--- src/rtl/pulse_stretch.sv ---
// -----------------------------------------------------------------------------
// pulse_stretch
//
// Purpose:
//   Stretches a single-cycle event from a fast clock domain into a level that
//   a slower domain can sample reliably. Every accepted pulse holds o_level
//   high for at least HOLD_CYCLES cycles. A pulse that arrives while a stretch
//   is still in progress is rejected. Each rejection is flagged on o_drop and
//   counted in a saturating counter.
//
// Build option:
//   PULSE_STRETCH_ACK_EN  When defined, a handshake is built. After the hold
//                         phase the block waits for the slow domain to raise
//                         i_ack, then waits for it to fall again before it
//                         returns to IDLE. When undefined, the hold phase goes
//                         straight back to IDLE, i_ack is ignored, and no
//                         synchronizer is built.
//
// Parameters:
//   HOLD_CYCLES  minimum number of cycles o_level is high per accepted pulse
//                (legal range 1 .. 2**CNT_W-1)
//   CNT_W        width of the hold counter and of the drop counter
//
// Ports:
//   i_clk       in   1      single clock; all state updates on its rising edge
//   rst_n       in   1      asynchronous active-low reset
//   i_pulse     in   1      single-cycle event, synchronous to i_clk
//   i_ack       in   1      acknowledge level from the slow domain (async)
//   o_level     out  1      registered stretched level
//   o_busy      out  1      high whenever the FSM is not in IDLE
//   o_drop      out  1      one-cycle flag for a rejected i_pulse
//   o_drop_cnt  out  CNT_W  saturating count of rejected pulses
// -----------------------------------------------------------------------------
module pulse_stretch #(
    parameter int unsigned HOLD_CYCLES = 4,
    parameter int unsigned CNT_W       = 8
) (
    input  logic             i_clk,
    input  logic             rst_n,
    input  logic             i_pulse,
    input  logic             i_ack,
    output logic             o_level,
    output logic             o_busy,
    output logic             o_drop,
    output logic [CNT_W-1:0] o_drop_cnt
);

    typedef enum logic [1:0] {
        IDLE         = 2'd0,
        HOLD         = 2'd1,
        WAIT_ACK     = 2'd2,
        WAIT_ACK_LOW = 2'd3
    } state_e;

    localparam logic [CNT_W-1:0] HOLD_LOAD = CNT_W'(HOLD_CYCLES - 1);
    localparam logic [CNT_W-1:0] CNT_ONE   = CNT_W'(1);
    localparam logic [CNT_W-1:0] CNT_MAX   = '1;

    state_e           state_q, state_d;
    logic [CNT_W-1:0] cnt_q, cnt_d;
    logic             level_q, level_d;
    logic             drop_q, drop_d;
    logic [CNT_W-1:0] drop_cnt_q, drop_cnt_d;

`ifdef PULSE_STRETCH_ACK_EN
    // i_ack is asynchronous to i_clk. Only the second flop (ack_s_q) feeds any
    // logic, so a metastable first stage never reaches the FSM.
    logic ack_meta_q;
    logic ack_s_q;

    // NOTE: the synchronizer flops are cleared by reset. That way a stale ack
    //       cannot appear at the FSM in the first cycles after rst_n rises.
    always_ff @(posedge i_clk or negedge rst_n) begin
        if (!rst_n) begin
            ack_meta_q <= 1'b0;
            ack_s_q    <= 1'b0;
        end else begin
            ack_meta_q <= i_ack;
            ack_s_q    <= ack_meta_q;
        end
    end
`else
    // Without the handshake, i_ack is deliberately left unconnected.
    logic unused_ack;
    assign unused_ack = i_ack;
`endif

    // -------------------------------------------------------------------------
    // Process 1: state and output registers
    // -------------------------------------------------------------------------
    // NOTE: sequential state is written with non-blocking assignments only.
    //       Every flop then samples the pre-edge values, whatever order the
    //       statements are in.
    always_ff @(posedge i_clk or negedge rst_n) begin
        if (!rst_n) begin
            state_q    <= IDLE;
            cnt_q      <= '0;
            level_q    <= 1'b0;
            drop_q     <= 1'b0;
            drop_cnt_q <= '0;
        end else begin
            state_q    <= state_d;
            cnt_q      <= cnt_d;
            level_q    <= level_d;
            drop_q     <= drop_d;
            drop_cnt_q <= drop_cnt_d;
        end
    end

    // -------------------------------------------------------------------------
    // Process 2: next-state logic
    // -------------------------------------------------------------------------
    // NOTE: every signal this block writes gets a default first. Any path
    //       that skips an assignment then holds the current value through the
    //       register instead of inferring a latch.
    always_comb begin
        state_d = state_q;
        cnt_d   = cnt_q;
        unique case (state_q)
            IDLE: begin
                if (i_pulse) begin
                    state_d = HOLD;
                    cnt_d   = HOLD_LOAD;
                end
            end
            HOLD: begin
                // The counter starts at HOLD_CYCLES-1. The state is left on
                // the edge after the cycle in which the counter reads zero,
                // which gives exactly HOLD_CYCLES cycles in HOLD.
                if (cnt_q == '0) begin
`ifdef PULSE_STRETCH_ACK_EN
                    state_d = WAIT_ACK;
`else
                    state_d = IDLE;
`endif
                end else begin
                    cnt_d = cnt_q - CNT_ONE;
                end
            end
`ifdef PULSE_STRETCH_ACK_EN
            WAIT_ACK: begin
                if (ack_s_q) begin
                    state_d = WAIT_ACK_LOW;
                end
            end
            WAIT_ACK_LOW: begin
                // Return to IDLE only after the ack has gone low again. The
                // next transaction therefore cannot mistake this ack for its
                // own.
                if (!ack_s_q) begin
                    state_d = IDLE;
                end
            end
`endif
            default: begin
                state_d = IDLE;
            end
        endcase
    end

    // -------------------------------------------------------------------------
    // Process 3: output logic
    // -------------------------------------------------------------------------
    always_comb begin
        // o_level is taken from the next state. The registered level then
        // changes on the same edge as the state register.
        level_d    = (state_d == HOLD) || (state_d == WAIT_ACK);
        drop_d     = i_pulse && (state_q != IDLE);
        drop_cnt_d = drop_cnt_q;
        if (drop_d && (drop_cnt_q != CNT_MAX)) begin
            drop_cnt_d = drop_cnt_q + CNT_ONE;
        end
        o_busy = (state_q != IDLE);
    end

    assign o_level    = level_q;
    assign o_drop     = drop_q;
    assign o_drop_cnt = drop_cnt_q;

endmodule
--- config.mk ---
export PLATFORM = sky130hd
export DESIGN_NAME = pulse_stretch
export DESIGN_NICKNAME = d
export VERILOG_FILES = /design/src/rtl/pulse_stretch.sv
export SDC_FILE = /design/constraint.sdc
export NUM_CORES = 1
export LEC_CHECK = 0
export CELL_PAD_IN_SITES_DETAIL_PLACEMENT = 0
export CELL_PAD_IN_SITES_GLOBAL_PLACEMENT = 2
export CORE_MARGIN = 2
export CORE_UTILIZATION = 35
export CTS_CLUSTER_DIAMETER = 200
export DETAILED_ROUTE_END_ITERATION = 6
export GPL_TIMING_DRIVEN = 0
export PLACE_DENSITY_LB_ADDON = 0.15
export SLEW_MARGIN = 0
export SYNTH_ARGS = -nofsm -noshare
export SYNTH_HDL_FRONTEND = slang
export SYNTH_SLANG_ARGS = --single-unit
--- constraint.sdc ---
create_clock -name i_clk -period 2.4 [get_ports i_clk]
set_input_delay 0.24 -clock i_clk [delete_from_list [all_inputs] [get_ports i_clk]]
set_output_delay 0.24 -clock i_clk [all_outputs]
set_load 0.01 [all_outputs]
# [Yosys cells after proc, flatten, opt, wreduce, memory -nomap -nowiden]
# Cells that the tools add are included.
# Widths: inputs -> output; s select.
[op_classes] n_addsub=2 n_reduce_logical=8 mux=6 eq_ne=6
[ops] op="$mux 8" count=2
[ops] op="$pmux 8 s2" count=1
[ops] op="$add 8x1->8 const B" count=1
[ops] op="$logic_not 8->1" count=1
[ops] op="$ne 8x8->1 const B" count=1
[ops] op="$sub 8x1->8 const B" count=1
[ops] op="$eq 2x1->1 const B" count=2
[ops] op="$mux 2" count=2
[ops] op="$ne 2x2->1 const B" count=2
[ops] op="$pmux 2 s2" count=1
[ops] op="$reduce_bool 2->1" count=2
[ops] op="$reduce_and 3->1" count=1
[ops] op="$eq 2x2->1 const B" count=1
[ops] op="$logic_and 1x1->1" count=2
[ops] op="$logic_not 2->1" count=1
[ops] op="$logic_or 1x1->1" count=1
[totals] regBits=20 inputBits=4 word_cells=27 out_inout_bits=11

# [Depth between registers and ports, before layout]
# Gate-level depths: netlist of run 1.
[depth] depth_word=5 depth_mapped=6 ltp_nobuf=6

# [Worst setup path before layout of run 1]
# Ideal clock, no wire load.
[synth_timing] path_kind="flip-flop to flip-flop" startpoint="register cnt_q[0]" endpoint="register cnt_q[4]" arrival_time_ns=1.479 n_path_buf=0 setup_time_ns=0.131 stages_incl_launch_ff=7 slack_ns=0.790 synth_period_minus_slack_ns=1.610 required_time_ns=2.269 path_cell_list="dfrtp_1 -> inv_1 -> ha_1 -> inv_1 -> or4_2 -> a21oi_1 -> nor2_1"
[synth_via] elab_chain_len=3 elab_cells_between_ends=6 classes_between="add/sub: 1; eq/ne: 1; mux: 2; reduce/logical: 2"
[synth_lines] item="from (decl)" line_no="60" text="logic [CNT_W-1:0] cnt_q, cnt_d;"
[synth_lines] item="from (signal assigned)" line_no="103" text="cnt_q <= cnt_d;"
[synth_lines] item="$sub 8x1->8 / $logic_not 8->1 (equally long branches)" line_no="137, 130"
[synth_lines] item="$mux 8 / $ne 2x2->1 (equally long branches)"
[synth_lines] item="$pmux 8 s2 / $reduce_and 3->1 (equally long branches)"
# Parallel ways exist; a longest one is shown, timed or not. The select of a mux whose other input is x is not followed.
# A chain may end at the register's enable or synchronous reset.

# [Worst setup path in the final report of run 1]
[layout_timing] startpoint="register state_q[0]" endpoint="output o_busy"
[layout_via] elab_chain_len=1
[layout_lines] item="from (decl)" line_no="59" text="state_e state_q, state_d;"
[layout_lines] item="from (signal assigned)" line_no="102" text="state_q <= state_d;"
[layout_lines] item="$reduce_bool 2->1" line_no="173" text="o_busy = (state_q != IDLE);"
[layout_lines] item="to (decl)" line_no="43" text="output logic o_busy,"
# No other way between the ends.

==> impl_metrics.yaml, run 1 <==
outcome:
  outcome: "finished clean"
die:
  die_h_um: 58.8
  die_x_um: 58.8
  row_count: 19
  boundaryPins: 15
  initial_core_util_pct: 37.4
  core_region_area_mm2: 0.00281
  dieArea_mm2: 0.00345
clock_network:
  cts_resized: 0
  cts_tree: "done"
  ctsHoldBuffers: 0
  cts.clk_slew.worst_paths_ps: 110
  htree_levels: 1
  clock_sinks: 20
  numCtsBuffers: 3
  clock_latency_ps: 290
  cts_setup_buffers: 0
  cts.path.max_buffers: 2
  ctsRootBufferMaster: "clkbuf_4"
yosys:
  yosys.area_share.simple_pct: 21.1
  async_flop_share_pct: 100
  synth_fa_ha_area_share_pct: 3.58
  synthTopCellsByArea: "dfrtp_1 (48%), xnor2_1 (4.2%), ha_1 (3.6%)"
  syn_avg_cell_area_um2: 10.8
  synth_ff_type: "dfrtp_1"
  yosysTopAreaCellShare_pct: 47.7
  yosys_warnings: 0
  synth-seq-area-share_pct: 47.7
  synth_area_leader_cell: "dfrtp_1"
  synthXorXnorAreaFrac_pct: 5.84
  synth_top_family_by_area: "simple AND/OR/NAND/NOR gates"
  synth-edff-count: 0
  syn_area_mm2: 0.00105
  syn_nets: 104
  synth_mux_area_share_pct: 4.17
  synth_compound_area_share_pct: 14.4
  postSynthCellCount: 97
  synth.distinct_cells: 38
  synth_seq_cells: 20
sta:
  tns_ps: 0
  relSlewSlack_pct: 35.4
  hold_viol_final: 0
  period_share_pct: 80.0
  worstMarginPinSlew_ps: 966
  fin_crit_ps: 1920
  fin_skew_ps: 3.81
  setup_viol: 0
  fmax_ghz: 0.521
  maxSlewViolCount: 0
  rsz0062_at_grt: "no"
drt:
  vias: 784
  vias_per_cell: 5.44
  dr.pass1.iters: 4
  first_iter_violations: 33
  drc_errors: 0
  wirelength_um: 2130
  antenna_left: 0
  wl_per_cell_um: 14.8
finish:
  layout_common_cells: "dfrtp_1 (20), clkdlybuf4s50_1 (13), nor2_1 (7)"
  multiInputGateArea_um2: 519
  layout-drive-gt1-share_pct: 13.3
  area_growth_pct: 18.2
  antenna_cells: 0
  regArea_um2: 500
  final_cells: 144
  fin_nets: 122
  final_common_cell: "dfrtp_1"
  fillCellCount: 281
power:
  p_per_area_mw_per_mm2: 931
  peakVddDrop_v: 0.000398
  p_leak_nw: 0.508
global_routing:
  grt_pass1_wl_um: 3680
  first_global_vias: 760
  grt_usage_pct: 14.0
  grt-ovfl-total: 0
  antenna_found_initial: 0
  grt_max_degree: 21
worst_setup_path:
  worstSetupStartpointType: "register"
  timing.rr.end: "cnt_q[4]$_DFFE_PN0P_"
  path_max_fanout: 10
  critical_path_arrival_ps: 1680
  reg2reg_setup_slack_ps: 620
  rr_startpoint: "cnt_q[0]$_DFFE_PN0P_"
  reg2reg_depth: 6
  cp.required_ps: 2160
  critPathKind: "register to primary output"
  cp-end-kind: "primary output"
placement:
  post-place-cells: 141
  place_hpwl_um: 1520
  place.gp.congestion: 0.736
  port_buffers: 13
job:
  drv_cap: 0
worst_hold_path:
  hold_class: "input port to async pin"
cell type report:
cell class                      count  share of cell area [%]
Tap cell                           31                    3.13
Timing Repair Buffer               13                    10.5
Buffer                              2                   0.907
Clock buffer                        3                    1.81
Inverter                            5                    1.51
Sequential cell                    20                    40.3
Multi-Input combinational cell     70                    41.8
cells by family after synthesis:
| family | after synthesis |
|---|---|
| flops | 20 |
| xor+xnor | 7 |
| buf+inv | 7 |
| other cells | 1 |
| simple gates | 37 |
| fa+ha+maj | 3 |
| compound gates | 18 |
| mux | 4 |
how the worst max path moves through the flow:
stage	endpoint	from	cells past startpoint
after floorplan	cnt_q[4]$_DFFE_PN0P_	cnt_q[0]$_DFFE_PN0P_	6
after global placement	cnt_q[4]$_DFFE_PN0P_	i_pulse	5
after detailed placement	cnt_q[4]$_DFFE_PN0P_	i_pulse	5
after CTS	o_busy	state_q[0]$_DFF_PN0_	3
after global routing	o_busy	state_q[0]$_DFF_PN0_	3
final	o_busy	state_q[0]$_DFF_PN0_	3
sequential cells by signal, summed over array words and instances, names as in the netlist:
signal      count
state_q         2
o_drop_cnt      8
o_drop          1
o_level         1
cnt_q           8
synth_stat cells, types with 2 or more instances:
cell type  instances
nand2_1            6
xor2_1             2
nor3_1             2
a21oi_1            2
inv_1              5
nor2_1             7
or2_2              2
nand4_1            5
ha_1               3
dfrtp_1           20
nand3_1            6
xnor2_1            5
mux2_2             3
a31oi_1            3
o21ai_0            3
worst max-delay path, cell delays in order, from the launching register on:
cell and delay [ps]:
dfrtp_1 410, buf_4 180, or2_2 310, clkdlybuf4s50_1 480
report_power, final:
part,switching (mW),internal (mW)
sequential,0.117,0.431
combinational,0.209,0.238
clock,0.102,0.0584
total,0.429,0.727
metal layers:
metal,global-route usage [%],vias up,part of all wire [%]
met4,2.92,0,0.70
met1,21.9,382,55
li1,-,389,-
met5,0,-,0
met2,18.9,11,41
met3,4.40,2,3.8
per-stage QoR:
stage	utilization, %	setup slack [ps]	total power, mW	hold WS (ps)	instance area (µm²)
floorplan	-	790	0.820	-55.6	1050
global placement	43.4	491	0.998	508	1220
detailed placement	43.4	498	1.00	510	1220
CTS	44.2	456	1.17	484	1240
global route	44.2	398	1.25	509	1240
finish	44.2	481	1.16	466	1240
Power figures use the tool's default switching activity.
==> run 2: changes to the inputs <==
--- a/config.mk
+++ b/config.mk
@@ -8,7 +8,7 @@
 export CELL_PAD_IN_SITES_DETAIL_PLACEMENT = 0
 export CELL_PAD_IN_SITES_GLOBAL_PLACEMENT = 2
 export CORE_MARGIN = 2
-export CORE_UTILIZATION = 35
+export CORE_UTILIZATION = 31
 export CTS_CLUSTER_DIAMETER = 200
 export DETAILED_ROUTE_END_ITERATION = 6
 export GPL_TIMING_DRIVEN = 0
==> constraint.sdc (replaced) <==
create_clock -name i_clk -period 1.73 [get_ports i_clk]
set_input_delay 0.173 -clock i_clk [delete_from_list [all_inputs] [get_ports i_clk]]
set_output_delay 0.173 -clock i_clk [all_outputs]
set_load 0.01 [all_outputs]
==> run 2 against run 1 <==
Against the previous run:
- non-clock buffer count increased by 4
- sequential share of layout area decreased by 3.1 points
- clock power increased by 74%
- sequential cell count unchanged
- worst setup slack got worse by 400 ps
- die area increased by 12%
- via count increased by 3.8%
- first-iteration DRC count decreased by 6.1%
- register-to-register slack got worse by 540 ps
- final cell count increased by 14%
- sequential power increased by 41%
- final area increased by 8.5%
==> impl_metrics.yaml, run 2 (synthesis gave the netlist of run 1 again) <==
outcome:
  outcome: "finished clean"
global_routing:
  antenna_found_initial: 0
  grt_max_degree: 21
  grt_util_met2_pct: 18.1
  grt-ovfl-total: 0
  grt-busiest-layer: "met1"
  grt_usage_pct: 12.4
  first_global_vias: 793
  grt_util_met3_pct: 2.36
  grt_pass1_wl_um: 3870
  use_met1_pct: 18.1
worst_setup_path:
  crit_start: "cnt_q[0]$_DFFE_PN0P_"
  cp_cell_sequence: "inv_2 > ha_4 > inv_1 > or4_2 > a21oi_2 > nor2_1"
  critPathBufInv: 2
  reg2reg_depth: 6
  cp-end-kind: "register"
  worstSetupStartpointType: "register"
  reg2reg_setup_slack_ps: 80
  critical_path_arrival_ps: 1840
  cp.required_ps: 1920
  slowest_stage: "or4_2"
  path_max_fanout: 4
  timing.rr.end: "cnt_q[4]$_DFFE_PN0P_"
  rr_startpoint: "cnt_q[0]$_DFFE_PN0P_"
  cpLargestDelayFamily: "simple AND/OR/NAND/NOR gates"
  cp_slowest_stage_delay_ps: 620
  critPathKind: "register to register"
sta:
  period_share_pct: 95.4
  hold_slack_ps: 378
  fin_crit_ps: 1650
  relSlewSlack_pct: 37.5
  setup_viol: 0
  worstMarginPinSlew_ps: 935
  maxSlewViolCount: 0
  postLayoutSetupSlackWorst_ps: 78.9
  fin_skew_ps: 3.31
  tns_ps: 0
  rsz0062_at_grt: "no"
  fmax_ghz: 0.606
  hold_viol_final: 0
drt:
  vias_per_cell: 4.96
  antenna_left: 0
  wl_per_cell_um: 14.0
  wirelength_um: 2300
  vias: 814
  dr.pass1.iters: 4
  first_iter_violations: 31
  drc_errors: 0
clock_network:
  clock_latency_ps: 300
  clock_sinks: 20
  numCtsBuffers: 3
  cts.clk_slew.worst_paths_ps: 120
  htree_levels: 1
  ctsRootBufferMaster: "clkbuf_4"
  cts.path.max_buffers: 2
  cts_tree: "done"
placement:
  place_hpwl_um: 1530
  port_buffers: 13
  post-place-cells: 156
  place_area_mm2: 0.00124
  place.gp.congestion: 0.705
  place_ws_ps: -138
die:
  dieArea_mm2: 0.00387
  initial_core_util_pct: 32.0
  core_region_area_mm2: 0.00328
  die_h_um: 62.2
  boundaryPins: 15
  die_x_um: 62.2
  row_count: 21
power:
  p_leak_nw: 0.533
  p_switching_uw: 645
  clkPwrFrac_pct: 16.1
  total_power_mw: 1.74
  p_sw_share_pct: 37.1
  p_per_area_mw_per_mm2: 1290
  peakVddDrop_v: 0.000535
  p_comb_share_pct: 39.6
  intPower_mw: 1.09
  seqPwrFrac_pct: 44.3
finish:
  antenna_cells: 0
  layout_common_cells: "dfrtp_1 (19), clkdlybuf4s50_1 (12), nor2_1 (7)"
  area_growth_pct: 28.2
  utilization_pct: 41.0
  fin_area_mm2: 0.00135
  layout-drive-gt1-share_pct: 25.4
  fin_nets: 126
  final_common_cell: "dfrtp_1"
  final_cells: 164
  fillCellCount: 336
worst_hold_path:
  hold_class: "input port to async pin"
job:
  drv_cap: 0
==> run 2: timing repair <==
item	CTS	global route
setup endpoints to repair	4	5
pin swaps	0	1
hold buffers	0	0
resized for setup	4	10
setup buffers	2	2
==> run 2: routing by layer <==
layer | routed length (µm) | share of wire (%)
met1 | 1170 | 51
met2 | 1050 | 46
met3 | 55 | 2.4
met4 | 20 | 0.87
met5 | 0 | 0
==> run 2: worst reg2reg max path: stages, from the launching register on <==
cell and delay, ps:
dfrtp_1 400, inv_2 110, ha_4 160, inv_1 50, or4_2 620, a21oi_2 150
nor2_1 40
==> run 2: worst max-delay path by stage <==
stage	endpoint	depth (start not counted)
final	cnt_q[4]$_DFFE_PN0P_	6
after global placement	cnt_q[4]$_DFFE_PN0P_	5
after floorplan	cnt_q[4]$_DFFE_PN0P_	6
after global routing	cnt_q[4]$_DFFE_PN0P_	6
after detailed placement	cnt_q[4]$_DFFE_PN0P_	5
after CTS	cnt_q[4]$_DFFE_PN0P_	6
==> run 2: cell type report <==
class	count	area [µm²]	area share [%]
tap	46	57.6	4.28
buffer	2	15.0	1.12
multi-input combinational	70	558	41.4
clock buffer	4	36.3	2.70
sequential	20	502	37.3
timing repair buffer	17	159	11.8
inverter	5	18.8	1.39
==> run 2: power groups by stage <==
stage | Clock [mW] | Sequential [mW] | Combinational (mW)
after CTS | 0.289 | 0.770 | 0.648
after detailed placement | 0 | 0.775 | 0.623
after global placement | 0 | 0.771 | 0.618
final | 0.280 | 0.771 | 0.690
after global routing | 0.325 | 0.794 | 0.767
after floorplan | 0 | 0.775 | 0.363
